==> src/rtl/fp_mul_pkg.sv <==
// Shared types and constants for the single-precision FP multiplier mantissa path.
package fp_mul_pkg;

  // Mantissa width including the hidden bit for binary32.
  localparam int MAN_W_SP = 24;

  // Radix-4 Booth digit selected by one overlapping bit triplet.
  typedef enum logic [2:0] {
    BD_ZERO = 3'd0,
    BD_P1   = 3'd1,
    BD_P2   = 3'd2,
    BD_M1   = 3'd3,
    BD_M2   = 3'd4
  } booth_dig_e;

  // Sequencer states of the iterative multiplier.
  typedef enum logic [1:0] {
    IDLE = 2'd0,
    RUN  = 2'd1,
    DONE = 2'd2
  } mul_state_e;

endpackage

==> src/rtl/fp_mul_booth_seq_enc.sv <==
// Radix-4 Booth encoder: decodes one bit triplet and produces the matching
// sign-extended partial product {0, +A, +2A, -A, -2A} of width MAN_W+3.
module booth_r4_enc
  import fp_mul_pkg::*;
#(
  parameter int MAN_W = MAN_W_SP
) (
  input  logic [2:0]       trip,
  input  logic [MAN_W-1:0] a,
  output logic [MAN_W+2:0] pp
);

  booth_dig_e       dig_s;
  logic [MAN_W+2:0] a1_s;
  logic [MAN_W+2:0] a2_s;

  // A and 2A zero-extended so that negation yields a correct signed value.
  assign a1_s = {3'b000, a};
  assign a2_s = {2'b00, a, 1'b0};

  // Map the triplet {b[2c+1], b[2c], b[2c-1]} to a Booth digit.
  always_comb begin
    dig_s = BD_ZERO;
    case (trip)
      3'b001, 3'b010: dig_s = BD_P1;
      3'b011:         dig_s = BD_P2;
      3'b100:         dig_s = BD_M2;
      3'b101, 3'b110: dig_s = BD_M1;
      default:        dig_s = BD_ZERO;
    endcase
  end

  // Select the partial product for the decoded digit.
  always_comb begin
    pp = {(MAN_W+3){1'b0}};
    case (dig_s)
      BD_P1:   pp = a1_s;
      BD_P2:   pp = a2_s;
      BD_M1:   pp = -a1_s;
      BD_M2:   pp = -a2_s;
      default: pp = {(MAN_W+3){1'b0}};
    endcase
  end

endmodule

==> src/rtl/fp_mul_booth_seq.sv <==
// Iterative radix-4 Booth mantissa multiplier (one digit per cycle, LSB first).
// Optional macro BOOTH_EARLY_ZERO_EN: a flushed (zero/subnormal) operand skips
// the RUN phase and goes straight to DONE with a zero product.
module fp_mul_booth_seq
  import fp_mul_pkg::*;
#(
  parameter int MAN_W = MAN_W_SP,
  parameter int TAG_W = 12
) (
  input  logic               clk,
  input  logic               rst,
  input  logic               in_valid,
  output logic               in_ready,
  input  logic [MAN_W-2:0]   frc_X,
  input  logic [MAN_W-2:0]   frc_Y,
  input  logic               Xsub,
  input  logic               Ysub,
  input  logic [TAG_W-1:0]   tag_in,
  output logic               out_valid,
  input  logic               out_ready,
  output logic [2*MAN_W-1:0] frc_Z_full,
  output logic               norm_n,
  output logic [TAG_W-1:0]   tag_out
);

  localparam int ITER = MAN_W/2 + 1;
  localparam int AW   = 2*MAN_W + 3;
  localparam int PPW  = MAN_W + 3;
  localparam int CW   = $clog2(ITER + 1);

  localparam logic [1:0] ST_IDLE = IDLE;
  localparam logic [1:0] ST_RUN  = RUN;
  localparam logic [1:0] ST_DONE = DONE;

  logic [1:0]         state_r;
  logic [CW-1:0]      cnt_r;
  logic [AW-1:0]      acc_r;
  logic [PPW-1:0]     b_r;
  logic [MAN_W-1:0]   a_r;
  logic [TAG_W-1:0]   tag_r;
  logic               in_ready_r;
  logic               out_valid_r;
  logic [2*MAN_W-1:0] frc_z_r;
  logic               norm_r;
  logic [TAG_W-1:0]   tag_out_r;

  logic [MAN_W-1:0]   opa_s;
  logic [MAN_W-1:0]   opb_s;
  logic               skip_s;
  logic [PPW-1:0]     pp_s;
  logic [AW-1:0]      acc_next_s;
  logic               last_s;

  // Flushed operands contribute a zero mantissa.
  assign opa_s = Xsub ? {MAN_W{1'b0}} : {1'b1, frc_X};
  assign opb_s = Ysub ? {MAN_W{1'b0}} : {1'b1, frc_Y};

`ifdef BOOTH_EARLY_ZERO_EN
  assign skip_s = Xsub | Ysub;
`else
  assign skip_s = 1'b0;
`endif

  booth_r4_enc #(.MAN_W(MAN_W)) u_enc (
    .trip (b_r[2:0]),
    .a    (a_r),
    .pp   (pp_s)
  );

  // Shift-add step: the partial product enters at the top of acc and the
  // accumulator drops two bits per digit. Doing the arithmetic shift before the
  // add keeps the sum inside AW bits; no set bits are ever shifted out because
  // each partial product lands at least 2*(digits remaining) bits above bit 0.
  assign acc_next_s = {{2{acc_r[AW-1]}}, acc_r[AW-1:2]} + {pp_s, {(AW-PPW){1'b0}}};
  assign last_s     = (cnt_r == CW'(ITER-1));

  // Sequencer, datapath registers and registered handshake outputs.
  always_ff @(posedge clk or posedge rst) begin
    if (rst) begin
      state_r     <= ST_IDLE;
      cnt_r       <= {CW{1'b0}};
      acc_r       <= {AW{1'b0}};
      b_r         <= {PPW{1'b0}};
      a_r         <= {MAN_W{1'b0}};
      tag_r       <= {TAG_W{1'b0}};
      in_ready_r  <= 1'b1;
      out_valid_r <= 1'b0;
      frc_z_r     <= {(2*MAN_W){1'b0}};
      norm_r      <= 1'b0;
      tag_out_r   <= {TAG_W{1'b0}};
    end else begin
      case (state_r)
        ST_IDLE: begin
          if (in_valid) begin
            a_r        <= opa_s;
            b_r        <= {2'b00, opb_s, 1'b0};
            acc_r      <= {AW{1'b0}};
            cnt_r      <= {CW{1'b0}};
            tag_r      <= tag_in;
            in_ready_r <= 1'b0;
            state_r    <= skip_s ? ST_DONE : ST_RUN;
          end else begin
            in_ready_r <= 1'b1;
          end
        end
        ST_RUN: begin
          acc_r <= acc_next_s;
          b_r   <= {2'b00, b_r[PPW-1:2]};
          cnt_r <= cnt_r + CW'(1);
          if (last_s) begin
            state_r <= ST_DONE;
          end else begin
            state_r <= ST_RUN;
          end
        end
        ST_DONE: begin
          if (!out_valid_r) begin
            frc_z_r     <= acc_r[2*MAN_W-1:0];
            norm_r      <= acc_r[2*MAN_W-1];
            tag_out_r   <= tag_r;
            out_valid_r <= 1'b1;
          end else if (out_ready) begin
            out_valid_r <= 1'b0;
            in_ready_r  <= 1'b1;
            state_r     <= ST_IDLE;
          end else begin
            out_valid_r <= 1'b1;
          end
        end
        default: begin
          state_r     <= ST_IDLE;
          in_ready_r  <= 1'b1;
          out_valid_r <= 1'b0;
        end
      endcase
    end
  end

  assign in_ready   = in_ready_r;
  assign out_valid  = out_valid_r;
  assign frc_Z_full = frc_z_r;
  assign norm_n     = norm_r;
  assign tag_out    = tag_out_r;

endmodule

==> config.mk <==
export PLATFORM = sky130hd
export DESIGN_NAME = fp_mul_booth_seq
export DESIGN_NICKNAME = d
export VERILOG_FILES = /design/src/rtl/fp_mul_pkg.sv /design/src/rtl/fp_mul_booth_seq_enc.sv /design/src/rtl/fp_mul_booth_seq.sv
export SDC_FILE = /design/constraint.sdc
export NUM_CORES = 1
export LEC_CHECK = 0
export ABC_AREA = 1
export BUFFER_PORTS_ARGS = -buffer_cell sky130_fd_sc_hd__buf_2
export CORE_MARGIN = 1.5
export CORE_UTILIZATION = 45
export DETAILED_ROUTE_END_ITERATION = 10
export PLACE_DENSITY = 0.64
export SLEW_MARGIN = 20
export SYNTH_ARGS = -nofsm -noshare
export SYNTH_HDL_FRONTEND = slang
export SYNTH_SLANG_ARGS = --single-unit
==> constraint.sdc <==
create_clock -name clk -period 6.2 [get_ports clk]
set_clock_uncertainty 0.2 [all_clocks]
set_input_delay 0.62 -clock clk [delete_from_list [all_inputs] [get_ports clk]]
set_output_delay 0.62 -clock clk [all_outputs]
set_load 0.02 [all_outputs]
==> impl_metrics.py <==
metrics = {
    "detailed_routing": {
        "drc": 0,
        "highest_layer": "met4",
        "num_vias": 8593,
        "firstDrtPassIters": 5,
        "initialDrtViolationCount": 457,
        "route.met3.wl_um": 1270,
        "wl_met2_um": 11500,
        "postRouteWirelength_um": 24900,
        "ant_nets": 0,
        "wl_met1_um": 11800,
        "routed_via_density": 5.21,
        "wl_per_cell_um": 15.1,
    },
    "timing": {
        "tns_ns": 0,
        "timing.fmax_ghz": 0.268,
        "tightest_slew_ns": 0.895,
        "hold_viol": 0,
        "finalCritPeriodShare_pct": 60.2,
        "slew_violations": 0,
        "slew_headroom_pct": 40.3,
        "finalSetupViolCount": 0,
        "fin_crit_ns": 3.73,
        "rsz0062_at_grt": "no",
    },
    "clock_network": {
        "cts_inserted_buffers": 17,
        "postCtsHoldBufs": 0,
        "worstSkewPairLatency_ns": 0.44,
        "post_cts_buffers": 0,
        "clkSinkCount": 180,
        "clk_pin_slew_ns": 0.08,
        "cts_tree": "yes",
        "ctsResizeCount": 0,
        "h-tree-depth": 4,
        "cts_root_buf": "clkbuf_16",
        "clk_path_buf_depth": 2,
    },
    "synth": {
        "synth_enable_flop_cells": 0,
        "synthCells": 1259,
        "async_reset_ff_share_pct": 100,
        "synth_nets": 1353,
        "netlist_top_cells_count": "366 x nand2_1, 179 x dfrtp_1, 161 x inv_1",
        "yosysSeqAreaShare_pct": 45.9,
        "synth_area_leaders": "dfrtp_1 46%, nand2_1 14%, inv_1 6.2%, o21ai_0 4.5%, nand3_1 4.1%",
        "yosys_warnings": 0,
        "synth_area_sq_um": 9810,
        "synth_top_area_share_pct": 45.7,
        "synthFlopType": "dfrtp_1",
        "synthMostInstantiatedCell": "nand2_1",
        "synthDistinctLibCells": 42,
        "synth_top_cell_by_area": "dfrtp_1",
        "synth-seq-cells": 180,
        "avgSynthCellArea_sq_um": 7.79,
    },
    "critical_path": {
        "path_delay_family": "simple AND/OR/NAND/NOR gates",
        "worstPathBufferInverterCount": 2,
        "reg2reg_to": "acc_r[50]",
        "cp_max_fo": 14,
        "crit_chain": "nand2_1 > nor2_1 > inv_1 > o21ai_0 > ha_1 > nand2_1 > nand2_1 > a21oi_1 > nand3_2 > nand2_1 > inv_1 > nor2_1 > nand3_1 > nand3_1 > nand2_1",
        "crit_required_ns": 6.32,
        "r2r_setup_slack_ns": 2.47,
        "path_class": "reg2reg",
        "cp_common_cell": "nand2_1",
        "end_kind": "register",
        "cp_slowest_cell": "nor2_1",
        "r2r-start": "b_r[1]",
        "ff2ff_path_depth": 15,
        "startpoint": "b_r[1]",
        "cp.arrival_ns": 3.85,
        "critical-path-max-stage-delay_ns": 0.66,
        "cp_num_cells": 15,
        "cp-start-kind": "register",
    },
    "flow_run": {
        "max_cap_violations": 0,
    },
    "pwr": {
        "pwr-share-clk_pct": 15.1,
        "power.leakage_uw": 0.00578,
        "finalPower_uw": 7430,
        "switching_share_pct": 50.7,
        "seqPwrFrac_pct": 27.8,
        "comb_power_share_pct": 57.1,
        "max-vdd-ir-drop_uv": 298,
        "switching_power_uw": 3770,
        "power.density_nw_per_um2": 662,
        "p_int_uw": 3670,
    },
    "global_routing": {
        "antenna_found_initial": 0,
        "grt_pass1_vias": 8156,
        "grt_pass1_wl_um": 40800,
        "grt_max_degree": 111,
        "grt_overflow": 0,
        "grt_usage_pct": 22.9,
    },
    "placed_design": {
        "placed_area_sq_um": 10600,
        "placed_cells": 1618,
        "gp_congestion": 0.894,
        "dp_hpwl_um": 17800,
        "portBuffers": 126,
    },
    "cells_and_area": {
        "finalInstanceArea_sq_um": 11200,
        "diodes": 0,
        "layout.nets": 1456,
        "syn_to_final_growth_pct": 14.4,
        "final_cells": 1650,
        "layout-drive-gt1-share_pct": 15.7,
        "fin_util_pct": 52.9,
    },
    "hold_path": {
        "hold_path_class": "in2async",
    },
    "die": {
        "dieHeight_um": 151,
        "initial_core_util_pct": 46.2,
        "die_area_sq_um": 22700,
        "rows": 53,
        "ios": 127,
        "coreArea_sq_um": 21200,
        "die_w_um": 151,
    },
    "status": {
        "outcome": "finished clean",
    },
}
## worst max path at each step
stage / to / slack [ns]
final: acc_r[50] / 2.47
after global routing: acc_r[36] / 2.12
after CTS: acc_r[50] / 2.55
after detailed placement: acc_r[50] / 2.56
after global placement: acc_r[45] / 2.65
after floorplan: a_r[0] / 0.49
## logic make-up after synthesis
group / after synthesis / synth area share, %
and+or+nand+nor: 573 / 25.4
buffers and inverters: 222 / 9.04
muxes: 1 / 0.102
AOI/OAI and AO/OA: 239 / 14.4
DFF: 180 / 45.9
xor gates and xnor gates: 14 / 1.25
adders and majority gates: 30 / 3.90
## flip-flops by register name, indices dropped and copies added (netlist names)
name	cells
acc_r	51
frc_Z_full	48
b_r	25
a_r	24
tag_out	12
tag_r	12
cnt_r	4
state_r	2
in_ready	1
out_valid	1
## power groups by stage
| stage | logic [uW] | registers (uW) | clock network (uW) |
|---|---|---|---|
| final | 4240 | 2070 | 1120 |
| after global routing | 4800 | 2140 | 1190 |
| after CTS | 4230 | 2070 | 1140 |
| after detailed placement | 4220 | 2090 | 0 |
| after global placement | 4170 | 2080 | 0 |
| after floorplan | 2970 | 2210 | 0 |
## final cells by class
| class | instances | area [sq um] |
|---|---|---|
| Sequential cell | 180 | 4510 |
| Clock buffer | 17 | 425 |
| Fill cell | 2113 | 9990 |
| Inverter | 174 | 663 |
| Clock inverter | 15 | 196 |
| Multi-Input combinational cell | 857 | 4420 |
| Timing Repair Buffer | 132 | 676 |
| Tap cell | 275 | 344 |
## layout by cell type (no fill, tap or decap), types with 10 or more instances in the layout
master	n
inv_2	11
nor2_2	11
buf_2	126
o21ai_1	10
o221ai_1	21
dfrtp_1	179
nor2_1	72
nand3_1	81
inv_1	160
ha_1	29
nand2_1	366
o21ai_0	88
nand4_1	11
xor2_1	11
clkbuf_16	17
o22ai_1	59
a21oi_1	40
## metrics by stage
step | setup WS (ns) | hold slack, ns
after floorplan | 0.495 | 0.245
after CTS | 2.55 | 0.146
after global routing | 2.12 | 0.166
final | 2.47 | 0.0945
after global placement | 2.65 | 0.249
after detailed placement | 2.56 | 0.253
## layer usage
metal	track usage, %	vias up
met4	6.65	0
met3	3.76	34
met5	0	-
li1	-	4332
met2	36.9	214
met1	31.9	4013
(Power assumes the default switching activity.)
